`src/rtl/draw_score_pkg.sv`:
```
// ============================================================================
// Module      : draw_score_pkg
// Description : Shared VGA bus layout, glyph geometry, ASCII digit base and
//               BCD-conversion types for the score overlay.
// Revision    : 1.0 - initial release
// ============================================================================
`default_nettype none

package draw_score_pkg;

    // VGA bus geometry (bus width and field slices come from this layout)
    localparam int c_hcount_w     = 11;
    localparam int c_vcount_w     = 11;
    localparam int c_rgb_w        = 12;
    localparam int c_vga_bus_size = c_hcount_w + c_vcount_w + 4 + c_rgb_w;

    // Glyph geometry: each digit is an 8x16 cell, a field is two cells wide
    localparam int c_glyph_w = 8;
    localparam int c_glyph_h = 16;
    localparam int c_field_w = 2 * c_glyph_w;

    // ASCII code of '0'; digit d lives at c_ascii_zero + d in the font ROM
    localparam logic [6:0] c_ascii_zero = 7'h30;

    // Score / BCD widths: {tens, units, binary} double-dabble register
    localparam int c_bin_w = 5;
    localparam int c_bcd_w = 4;
    localparam int c_dd_w  = 2 * c_bcd_w + c_bin_w;

    // Bus layout, MSB first: hcount, vcount, hsync, vsync, hblnk, vblnk, rgb
    typedef struct packed {
        logic [c_hcount_w-1:0] hcount;
        logic [c_vcount_w-1:0] vcount;
        logic                  hsync;
        logic                  vsync;
        logic                  hblnk;
        logic                  vblnk;
        logic [c_rgb_w-1:0]    rgb;
    } vga_bus_t;

    typedef enum logic [1:0] {
        S_IDLE    = 2'd0,
        S_CONVERT = 2'd1,
        S_LOAD    = 2'd2
    } bcd_state_t;

    // One shift-add-3 step: correct each BCD nibble >= 5, then shift left
    // so the next binary bit enters the units nibble.
    function automatic logic [c_dd_w-1:0] dd_step(input logic [c_dd_w-1:0] v);
        logic [c_bcd_w-1:0] t;
        logic [c_bcd_w-1:0] u;
        t = v[c_dd_w-1 -: c_bcd_w];
        u = v[c_bin_w + c_bcd_w - 1 -: c_bcd_w];
        if (t >= 4'd5) t = t + 4'd3;
        if (u >= 4'd5) u = u + 4'd3;
        return {t, u, v[c_bin_w-1:0]} << 1;
    endfunction

endpackage

`default_nettype wire

```
`src/rtl/bin2bcd_seq.sv`:
```
// ============================================================================
// Module      : bin2bcd_seq
// Description : Sequential 5-bit binary to two-digit BCD converter using the
//               shift-add-3 algorithm, one bit per clock.
//               IDLE -> CONVERT (5 cycles) -> LOAD (1 cycle, done high) -> IDLE.
//               A start pulse in any state restarts with the new value.
// Revision    : 1.0 - initial release
// ============================================================================
`default_nettype none

module bin2bcd_seq
    import draw_score_pkg::*;
(
    input  logic                 pclk,
    input  logic                 rst,
    input  logic                 start,
    input  logic [c_bin_w-1:0]   bin,
    output logic                 done,
    output logic [c_bcd_w-1:0]   tens,
    output logic [c_bcd_w-1:0]   units
);

    bcd_state_t          r_state;
    bcd_state_t          w_state_next;
    logic [c_dd_w-1:0]   r_dd;
    logic [c_dd_w-1:0]   w_dd_next;
    logic [2:0]          r_cnt;
    logic [2:0]          w_cnt_next;

    // State, shift register and bit counter
    always_ff @(posedge pclk) begin
        if (rst) begin
            r_state <= S_IDLE;
            r_dd    <= '0;
            r_cnt   <= '0;
        end else begin
            r_state <= w_state_next;
            r_dd    <= w_dd_next;
            r_cnt   <= w_cnt_next;
        end
    end

    // Next-state logic; a start pulse overrides whatever is in flight
    always_comb begin
        w_state_next = r_state;
        w_dd_next    = r_dd;
        w_cnt_next   = r_cnt;
        done         = 1'b0;

        case (r_state)
            S_IDLE: begin
                w_state_next = S_IDLE;
            end
            S_CONVERT: begin
                w_dd_next  = dd_step(r_dd);
                w_cnt_next = r_cnt + 3'd1;
                if (r_cnt == 3'(c_bin_w - 1)) begin
                    w_state_next = S_LOAD;
                end
            end
            S_LOAD: begin
                // A restart in the same cycle drops the stale result
                done         = ~start;
                w_state_next = S_IDLE;
            end
            default: begin
                w_state_next = S_IDLE;
            end
        endcase

        if (start) begin
            w_state_next = S_CONVERT;
            w_dd_next    = {{(2*c_bcd_w){1'b0}}, bin};
            w_cnt_next   = '0;
        end
    end

    assign tens  = r_dd[c_dd_w-1 -: c_bcd_w];
    assign units = r_dd[c_bin_w + c_bcd_w - 1 -: c_bcd_w];

endmodule

`default_nettype wire

```
`src/rtl/draw_score.sv`:
```
// ============================================================================
// Module      : draw_score
// Description : Overlays two-digit scores for two players on the VGA stream.
//               Two-stage pipeline: stage 1 decodes the field/digit and drives
//               the external font ROM address, stage 2 picks the glyph pixel
//               from the ROM row. Scores are captured at vblank start and
//               converted to BCD by two sequential converters.
// Options     : DRAW_SCORE_BOX_EN - in-field non-glyph pixels are painted black
//               (backing box behind both digit cells).
// Revision    : 1.0 - initial release
// ============================================================================
`default_nettype none

module draw_score
    import draw_score_pkg::*;
#(
    parameter int          XPOS_PL1 = 256,
    parameter int          XPOS_PL2 = 752,
    parameter int          YPOS     = 40,
    parameter logic [11:0] COLOR    = 12'hF_F_0
) (
    input  logic                      pclk,
    input  logic                      rst,
    input  logic [c_vga_bus_size-1:0] vga_in,
    output logic [c_vga_bus_size-1:0] vga_out,
    input  logic [c_bin_w-1:0]        pl1_score,
    input  logic [c_bin_w-1:0]        pl2_score,
    output logic [10:0]               char_addr,
    input  logic [7:0]                char_line
);

`ifdef DRAW_SCORE_BOX_EN
    localparam logic [c_rgb_w-1:0] c_box_rgb = 12'h0_0_0;
`endif

    vga_bus_t w_in;
    assign w_in = vga_in;

    // ------------------------------------------------------------------
    // Score capture and BCD conversion
    // ------------------------------------------------------------------
    logic               r_vblnk_prev;
    logic               w_vblnk_rise;
    logic               w_done_pl1;
    logic               w_done_pl2;
    logic [c_bcd_w-1:0] w_tens_pl1;
    logic [c_bcd_w-1:0] w_units_pl1;
    logic [c_bcd_w-1:0] w_tens_pl2;
    logic [c_bcd_w-1:0] w_units_pl2;
    logic [c_bcd_w-1:0] r_pl1_tens;
    logic [c_bcd_w-1:0] r_pl1_units;
    logic [c_bcd_w-1:0] r_pl2_tens;
    logic [c_bcd_w-1:0] r_pl2_units;

    // Remember previous vblank level to find the start of vertical blanking
    always_ff @(posedge pclk) begin
        if (rst) begin
            r_vblnk_prev <= 1'b0;
        end else begin
            r_vblnk_prev <= w_in.vblnk;
        end
    end

    // Scores are sampled only here, so a mid-frame change cannot tear
    assign w_vblnk_rise = w_in.vblnk & ~r_vblnk_prev;

    bin2bcd_seq u_bcd_pl1 (
        .pclk  (pclk),
        .rst   (rst),
        .start (w_vblnk_rise),
        .bin   (pl1_score),
        .done  (w_done_pl1),
        .tens  (w_tens_pl1),
        .units (w_units_pl1)
    );

    bin2bcd_seq u_bcd_pl2 (
        .pclk  (pclk),
        .rst   (rst),
        .start (w_vblnk_rise),
        .bin   (pl2_score),
        .done  (w_done_pl2),
        .tens  (w_tens_pl2),
        .units (w_units_pl2)
    );

    // Both converters run in lockstep; update all displayed digits together
    always_ff @(posedge pclk) begin
        if (rst) begin
            r_pl1_tens  <= '0;
            r_pl1_units <= '0;
            r_pl2_tens  <= '0;
            r_pl2_units <= '0;
        end else if (w_done_pl1 && w_done_pl2) begin
            r_pl1_tens  <= w_tens_pl1;
            r_pl1_units <= w_units_pl1;
            r_pl2_tens  <= w_tens_pl2;
            r_pl2_units <= w_units_pl2;
        end
    end

    // ------------------------------------------------------------------
    // Stage 1: field / digit decode and font ROM address
    // ------------------------------------------------------------------
    logic [c_hcount_w-1:0] w_dx_pl1;
    logic [c_hcount_w-1:0] w_dx_pl2;
    logic [c_vcount_w-1:0] w_dy;
    logic                  w_in_rows;
    logic                  w_hit;
    logic [c_hcount_w-1:0] w_dx;
    logic [c_bcd_w-1:0]    w_tens;
    logic [c_bcd_w-1:0]    w_units;
    logic [c_bcd_w-1:0]    w_digit;
    logic                  w_suppress;

    // Unsigned wrap makes "coordinate - origin < size" a one-sided range test
    assign w_dx_pl1  = w_in.hcount - c_hcount_w'(XPOS_PL1);
    assign w_dx_pl2  = w_in.hcount - c_hcount_w'(XPOS_PL2);
    assign w_dy      = w_in.vcount - c_vcount_w'(YPOS);
    assign w_in_rows = (w_dy < c_vcount_w'(c_glyph_h));

    // Field select with player 1 winning any overlap, then digit/address
    always_comb begin
        w_hit   = 1'b0;
        w_dx    = '0;
        w_tens  = '0;
        w_units = '0;
        if (w_in_rows && (w_dx_pl1 < c_hcount_w'(c_field_w))) begin
            w_hit   = 1'b1;
            w_dx    = w_dx_pl1;
            w_tens  = r_pl1_tens;
            w_units = r_pl1_units;
        end else if (w_in_rows && (w_dx_pl2 < c_hcount_w'(c_field_w))) begin
            w_hit   = 1'b1;
            w_dx    = w_dx_pl2;
            w_tens  = r_pl2_tens;
            w_units = r_pl2_units;
        end

        // Offset bit 3 separates the tens cell (0..7) from the units cell
        w_digit    = w_dx[3] ? w_units : w_tens;
        w_suppress = w_hit && !w_dx[3] && (w_tens == '0);

        char_addr = '0;
        if (w_hit && !rst) begin
            char_addr = {c_ascii_zero + {3'b000, w_digit}, w_dy[3:0]};
        end
    end

    vga_bus_t   r_s1_bus;
    logic       r_s1_hit;
    logic [2:0] r_s1_xoff;
    logic       r_s1_suppress;

    // Stage-1 register: delayed bus plus the decode needed once the ROM answers
    always_ff @(posedge pclk) begin
        if (rst) begin
            r_s1_bus      <= '0;
            r_s1_hit      <= 1'b0;
            r_s1_xoff     <= '0;
            r_s1_suppress <= 1'b0;
        end else begin
            r_s1_bus      <= w_in;
            r_s1_hit      <= w_hit;
            r_s1_xoff     <= w_dx[2:0];
            r_s1_suppress <= w_suppress;
        end
    end

    // ------------------------------------------------------------------
    // Stage 2: glyph pixel select and colour mux
    // ------------------------------------------------------------------
    logic     w_pixel;
    logic     w_blank;
    vga_bus_t w_out;
    vga_bus_t r_out;

    // ROM row bit 7 is the leftmost pixel of the cell
    assign w_pixel = char_line[3'd7 - r_s1_xoff];
    assign w_blank = r_s1_bus.hblnk | r_s1_bus.vblnk;

    // Paint glyph pixels; blanked pixels always keep the incoming colour
    always_comb begin
        w_out = r_s1_bus;
`ifdef DRAW_SCORE_BOX_EN
        if (r_s1_hit && !w_blank) begin
            w_out.rgb = (w_pixel && !r_s1_suppress) ? COLOR : c_box_rgb;
        end
`else
        if (r_s1_hit && !w_blank && w_pixel && !r_s1_suppress) begin
            w_out.rgb = COLOR;
        end
`endif
    end

    // Output register: completes the two-clock bus latency
    always_ff @(posedge pclk) begin
        if (rst) begin
            r_out <= '0;
        end else begin
            r_out <= w_out;
        end
    end

    assign vga_out = r_out;

endmodule

`default_nettype wire

```
`config.mk`:
```
export PLATFORM = sky130hd
export DESIGN_NAME = draw_score
export DESIGN_NICKNAME = d
export VERILOG_FILES = /design/src/rtl/draw_score_pkg.sv /design/src/rtl/bin2bcd_seq.sv /design/src/rtl/draw_score.sv
export SDC_FILE = /design/constraint.sdc
export NUM_CORES = 1
export LEC_CHECK = 0
export CAP_MARGIN = 20
export CORE_MARGIN = 5
export CORE_UTILIZATION = 30
export DETAILED_ROUTE_END_ITERATION = 16
export GPL_ROUTABILITY_DRIVEN = 0
export SLEW_MARGIN = 10
export SYNTH_ARGS = -nofsm -noshare
export SYNTH_HDL_FRONTEND = slang
export SYNTH_SLANG_ARGS = --single-unit
```
`constraint.sdc`:
```
create_clock -name pclk -period 4.29 [get_ports pclk]
set_clock_uncertainty 0.05 [all_clocks]
set_input_delay 0.858 -clock pclk [delete_from_list [all_inputs] [get_ports pclk]]
set_output_delay 0.858 -clock pclk [all_outputs]
set_load 0.05 [all_outputs]
```
# Word-level counts from Yosys, hierarchy flattened
# Cells that the tools add are included.
# totals
output_inout_bits	49
register_bits	133
elab_cells	114
# op_classes
n_addsub	11
magnitude_cmp	8
n_bitwise	6
mux	29
n_reduce_logical	20
n_eq_ne	8
# ops
operator	n
$mux W4	9
$lt A11 B5 Y1 const B	3
$mux W5	4
$ge A4 B3 Y1 const B	4
$mux W12	1
$mux W1	11
$mux W11	1
$sub A11 B10 Y11 const B	1
$sub A11 B6 Y11 const B	1
$sub A11 B9 Y11 const B	1
$logic_and A1 B1 Y1	9
$add A4 B2 Y4 const B	2
$add A6 B4 Y7 const A	1
$add A3 B1 Y3 const B	2
$add A3 B2 Y3 const B	2
$eq A3 B3 Y1 const B	2
$mux W3	2
$ne A3 B1 Y1 const B	2
$reduce_or A3 Y1	2
$eq A2 B1 Y1 const B	2
$eq A2 B2 Y1 const B	2
$logic_not A1 Y1	4
$logic_not A4 Y1	1
$lt A3 B4 Y1 const B	1
7 further kinds	12

# Depth between registers and ports, before layout
# depth
depth_word	8
depth_mapped	8
depth_no_buf	7

# Modules after synthesis
# From an unflattened synthesis, not the netlist that was laid out.
# hier_totals
cells_unflattened	552
area_unflattened_um2	5303.8
# by_module_without_submodules
module	cells_each	seq_area_each_um2	area_per_inst_um2	instances
draw_score	316	1941.9	3334.4	1
bin2bcd_seq	118	360.3	984.7	2

# Worst setup path after synthesis
# OpenSTA, ideal clock, no wires.
# synth_timing
kind	input port to output port
startpoint	input port vga_in[31]
endpoint	output port char_addr[4]
setup_slack_ps	233
t_arrival_ps	3149
stages	6
cell_sequence	ha_1 > nand4bb_1 > mux2i_1 > o21ai_2 > a211oi_2 > o31a_1
# synth_between
elab_chain_cells	8
elab_cells_between_ends	18
classes_between	add/sub (3); order compare (2); mux (10); reduce/logical (3)
# synth_rtl
item	line_no	text
start: declaration	draw_score.sv:24	input logic [c_vga_bus_size-1:0] vga_in,
$sub A11 B10 Y11	draw_score.sv:118	assign w_dx_pl2 = w_in.hcount - c_hcount_w'(XPOS_PL2);
$lt A11 B5 Y1	draw_score.sv:133	end else if (w_in_rows && (w_dx_pl2 < c_hcount_w'(c_field_w))) begin
$logic_and A1 B1 Y1	draw_score.sv:133	
$mux W4	draw_score.sv:133	
$mux W4	draw_score.sv:128	if (w_in_rows && (w_dx_pl1 < c_hcount_w'(c_field_w))) begin
$mux W4	draw_score.sv:141	w_digit = w_dx[3] ? w_units : w_tens;
$add A6 B4 Y7	draw_score.sv:146	char_addr = {c_ascii_zero + {3'b000, w_digit}, w_dy[3:0]};
$mux W11 *	draw_score.sv:145	if (w_hit && !rst) begin
end: declaration	draw_score.sv:28	output logic [10:0] char_addr,
# Mark *: on every way between the ends. The rest lies on a longest branch, timed or not.

# Worst setup path after layout
# layout_timing
startpoint	input port vga_in[19]
endpoint	output port char_addr[7]
# layout_between
elab_chain_cells	8
elab_cells_between_ends	16
classes_between	add/sub (2); order compare (1); mux (10); reduce/logical (3)
# layout_rtl
item	line_no	text
$sub A11 B6 Y11 *	draw_score.sv:119	assign w_dy = w_in.vcount - c_vcount_w'(YPOS);
$lt A11 B5 Y1 *	draw_score.sv:120	assign w_in_rows = (w_dy < c_vcount_w'(c_glyph_h));
$logic_and A1 B1 Y1	draw_score.sv:133	
$mux W4	draw_score.sv:133	
$mux W4	draw_score.sv:128	
$mux W4	draw_score.sv:141	
$add A6 B4 Y7	draw_score.sv:146	
$mux W11 *	draw_score.sv:145	
# Marked as above.

==> summary.json <==
{
  "run_status": {
    "outcome": "finished clean"
  },
  "worst_setup_path": {
    "worst_setup_path_end_kind": "output port",
    "timing.critical_path.max_delay_family": "compound AO/OA/AOI/OAI gates",
    "crit_path_top_delay_cell": "sky130_fd_sc_hd__clkdlybuf4s50_1",
    "setup_crit_path_kind": "input port to output port",
    "start_kind": "input port",
    "worst-endpoint-required_ps": 3380,
    "r2r_start": "r_s1_bus[12]$_SDFF_PP0_",
    "r2r-end": "u_bcd_pl1.r_state[1]$_SDFFE_PP0P_",
    "count_of_buffer_and_inverter_cells_on_the_critical_path": 3,
    "cp_data_arrival_time_ps": 3230,
    "reg2regPathDepth": 3,
    "cells_traversed_along_the_worst_timing_path": "clkdlybuf4s50_1 -> inv_1 -> ha_1 -> nor3b_1 -> o21ai_0 -> a21oi_2 -> a31oi_1 -> a2111oi_2 -> buf_12",
    "crit_path_max_incr_delay_ps": 540,
    "worst-r2r-setup-slack_ps": 2100,
    "crit_path_max_fanout": 5
  },
  "yosys": {
    "postSynthCellCount": 535,
    "synthesis.nets": 610,
    "post-synth-top-count-cell": "sky130_fd_sc_hd__dfxtp_1",
    "area_of_the_mapped_netlist_mm2": 0.00507,
    "synth.top_cell.area_share_pct": 52.5,
    "synth_top_cells_by_area": "sky130_fd_sc_hd__dfxtp_1, sky130_fd_sc_hd__nor2b_1, sky130_fd_sc_hd__nor2_1",
    "yosys.cell_types.count": 55,
    "synthTopCellsByCount": "sky130_fd_sc_hd__dfxtp_1, sky130_fd_sc_hd__nor2b_1, sky130_fd_sc_hd__nor2_1, sky130_fd_sc_hd__nand2_1, sky130_fd_sc_hd__a21oi_1",
    "postSynthAreaPerCell_um2": 9.48,
    "seq_area_frac_synth_pct": 52.5,
    "ys_async_sr_fraction_pct": 0,
    "postSynthRegisterBits": 133,
    "number_of_synthesized_flops_with_an_enable_pin": 0,
    "synth-warning-count": 0,
    "synth_top_flop_cell": "sky130_fd_sc_hd__dfxtp_1",
    "synth_area_leader_cell": "sky130_fd_sc_hd__dfxtp_1"
  },
  "finish": {
    "nets": 716,
    "fillCellCount": 1585,
    "utilization_pct": 42.2,
    "drive_above_1_share_pct": 10.3,
    "insertedDiodeCount": 0,
    "synthToLayoutAreaGrowth_pct": 38.0
  },
  "sta": {
    "max_freq_ghz": 0.242,
    "timing.final.hold_violations": 0,
    "max-slew-margin-rel_pct": 40.0,
    "totalNegativeSetupSlack_ps": 0,
    "final_max_slew_viol_count": 0,
    "setup_violations": 0,
    "least_margin_pin_slew_ps": 900,
    "post-route-min-period_ps": 4130,
    "period_share_pct": 96.3,
    "grt_setup_unrepaired": "no"
  },
  "routing": {
    "antenna_violating_nets_post_route": 0,
    "detail_route.iter0.violations": 204,
    "wl_um": 11400,
    "final_routed_drc_violation_total": 0,
    "wl_per_cell_um": 13.1,
    "routed-via-count": 3912,
    "detail_route.vias_per_cell": 4.48,
    "detailedRoute.firstPassIterationCount": 4
  },
  "flow_run": {
    "max_cap_violations": 0
  },
  "clock_network": {
    "numClockSinks": 133,
    "cts-buffers-inserted": 17,
    "cts.repair.resized": 0,
    "worstSkewPairLatency_ps": 400,
    "tritoncts": "yes",
    "cts.path.max_buffers": 2,
    "clock_tree.htree_level_count": 4,
    "buffer_cell_driving_the_clock_tree_root": "sky130_fd_sc_hd__clkbuf_16",
    "cts.reportedPaths.clkPinSlew_ps": 60
  },
  "worst_hold_path": {
    "whs_path_depth": 1,
    "min_to": "vga_out[3]$_SDFF_PP0_",
    "timing.hold.worst.start": "r_s1_bus[3]$_SDFF_PP0_",
    "min_delay_path_class": "register to register"
  },
  "die": {
    "die_area_mm2": 0.0196,
    "initial_core_util_pct": 30.6,
    "num_ports": 107,
    "placeableCoreArea_mm2": 0.0166,
    "chipHeight_um": 140,
    "die-width_um": 140,
    "row_count": 47
  },
  "power_and_ir_drop": {
    "p_total_w": 0.00287,
    "pwr_density_mw_per_mm2": 410,
    "p_leak_nw": 2.66,
    "max-vdd-ir-drop_mv": 0.205
  },
  "place": {
    "detailed_place_hpwl_um": 8410,
    "place.port_buffers": 105
  },
  "grt": {
    "grt_first_pass_wirelength_um": 19000,
    "gr-usage-all-layers_pct": 11.8,
    "grt_start_max_net_pins": 64,
    "first_global_vias": 3865,
    "number_of_antenna_violations_at_the_first_check_in_global_routing": 0,
    "grt_overflow": 0
  }
}
## per-layer routing
metal	wire length, um	global-route usage (%)	part of all wire, %
met1	5080	13.8	44
met3	417	2.69	3.6
met4	158	4.84	1.4
met2	5770	20.8	50
met5	0	0	0
## where the power goes
group / internal, W / switching (W) / leakage (nW) / total (W)
clock network: 0.000804 / 0.000517 / 0.263 / 0.00132
logic: 0.000112 / 0.000141 / 1.31 / 0.000253
registers: 0.00128 / 0.0000152 / 1.09 / 0.00130
## kinds of logic after synthesis
| family | share of synthesized area, % |
|---|---|
| buffers and inverters | 3.75 |
| xor gates and xnor gates | 1.90 |
| muxes | 3.68 |
| other | 0.0739 |
| adders and majority gates | 4.19 |
| AOI/OAI and AO/OA | 10.5 |
| and+or+nand+nor | 23.4 |
| DFF | 52.5 |
## per-stage QoR
step                area (um2)  instances  hold WS (ps)  worst slack (ps)
finish                    7000        873           378               157
global route              7000        873           396              7.27
CTS                       6980        870           383              87.4
detailed placement        6430        839           365              98.7
global placement          6430        839           362               153
floorplan                 5070        535           356               233
## what timing repair did
item / 4_1_cts / 5_1_grt
setup endpoints to repair: 0 / 1
hold buffers: 0 / 0
setup buffers: 0 / 1
## worst max path at each step
stage	to	start	cells past startpoint	slack, ps
after floorplan	char_addr[4]	vga_in[31]	6	230
after global placement	char_addr[7]	vga_in[19]	9	150
after detailed placement	char_addr[7]	vga_in[19]	9	100
after CTS	char_addr[7]	vga_in[19]	9	90
after global routing	char_addr[7]	vga_in[36]	8	7
final	char_addr[7]	vga_in[19]	9	160
## layout make-up
cell class	instances	area [um2]	area share (%)
flip-flops and latches	133	2660	38.0
multi-input cells	356	2220	31.7
repair buffers	115	1220	17.5
clock buffers	18	439	6.27
well taps	220	275	3.93
clock inverters	13	111	1.59
inverters	18	67.6	0.965
## flip-flops by register name, indices dropped and copies added (netlist names)
| signal | cells |
|---|---|
| r_pl2_tens | 4 |
| vga_out | 38 |
| u_bcd_pl1.r_state | 2 |
| r_s1_bus | 38 |
| u_bcd_pl2.r_state | 2 |
| u_bcd_pl2.r_cnt | 3 |
| r_s1_xoff | 3 |
| r_s1_suppress | 1 |
| r_pl1_tens | 4 |
| u_bcd_pl1.r_cnt | 3 |
| u_bcd_pl2.r_dd | 13 |
| r_pl2_units | 4 |
| r_s1_hit | 1 |
| u_bcd_pl1.r_dd | 13 |
| r_pl1_units | 4 |
## cells in the final DEF, fill, tap and decap left out, drive strengths merged, types with 2 or more instances in the layout
cell type,instances
dfxtp,133
clkdlybuf4s50,94
nor2b,66
nor2,62
nand2,49
a21oi,47
buf,21
inv,18
clkbuf,18
ha,17
mux2i,13
o21ai,12
nor3,9
and2,9
nand2b,8
a311oi,8
nand3,8
clkinv,8
xnor2,7
xor2,4
clkinvlp,4
nor4b,3
a211oi,3
nand4,2
o21a,2
or3,2
a2111oi,2
mux4,2
Note: power is estimated with default switching activity, not from simulation.
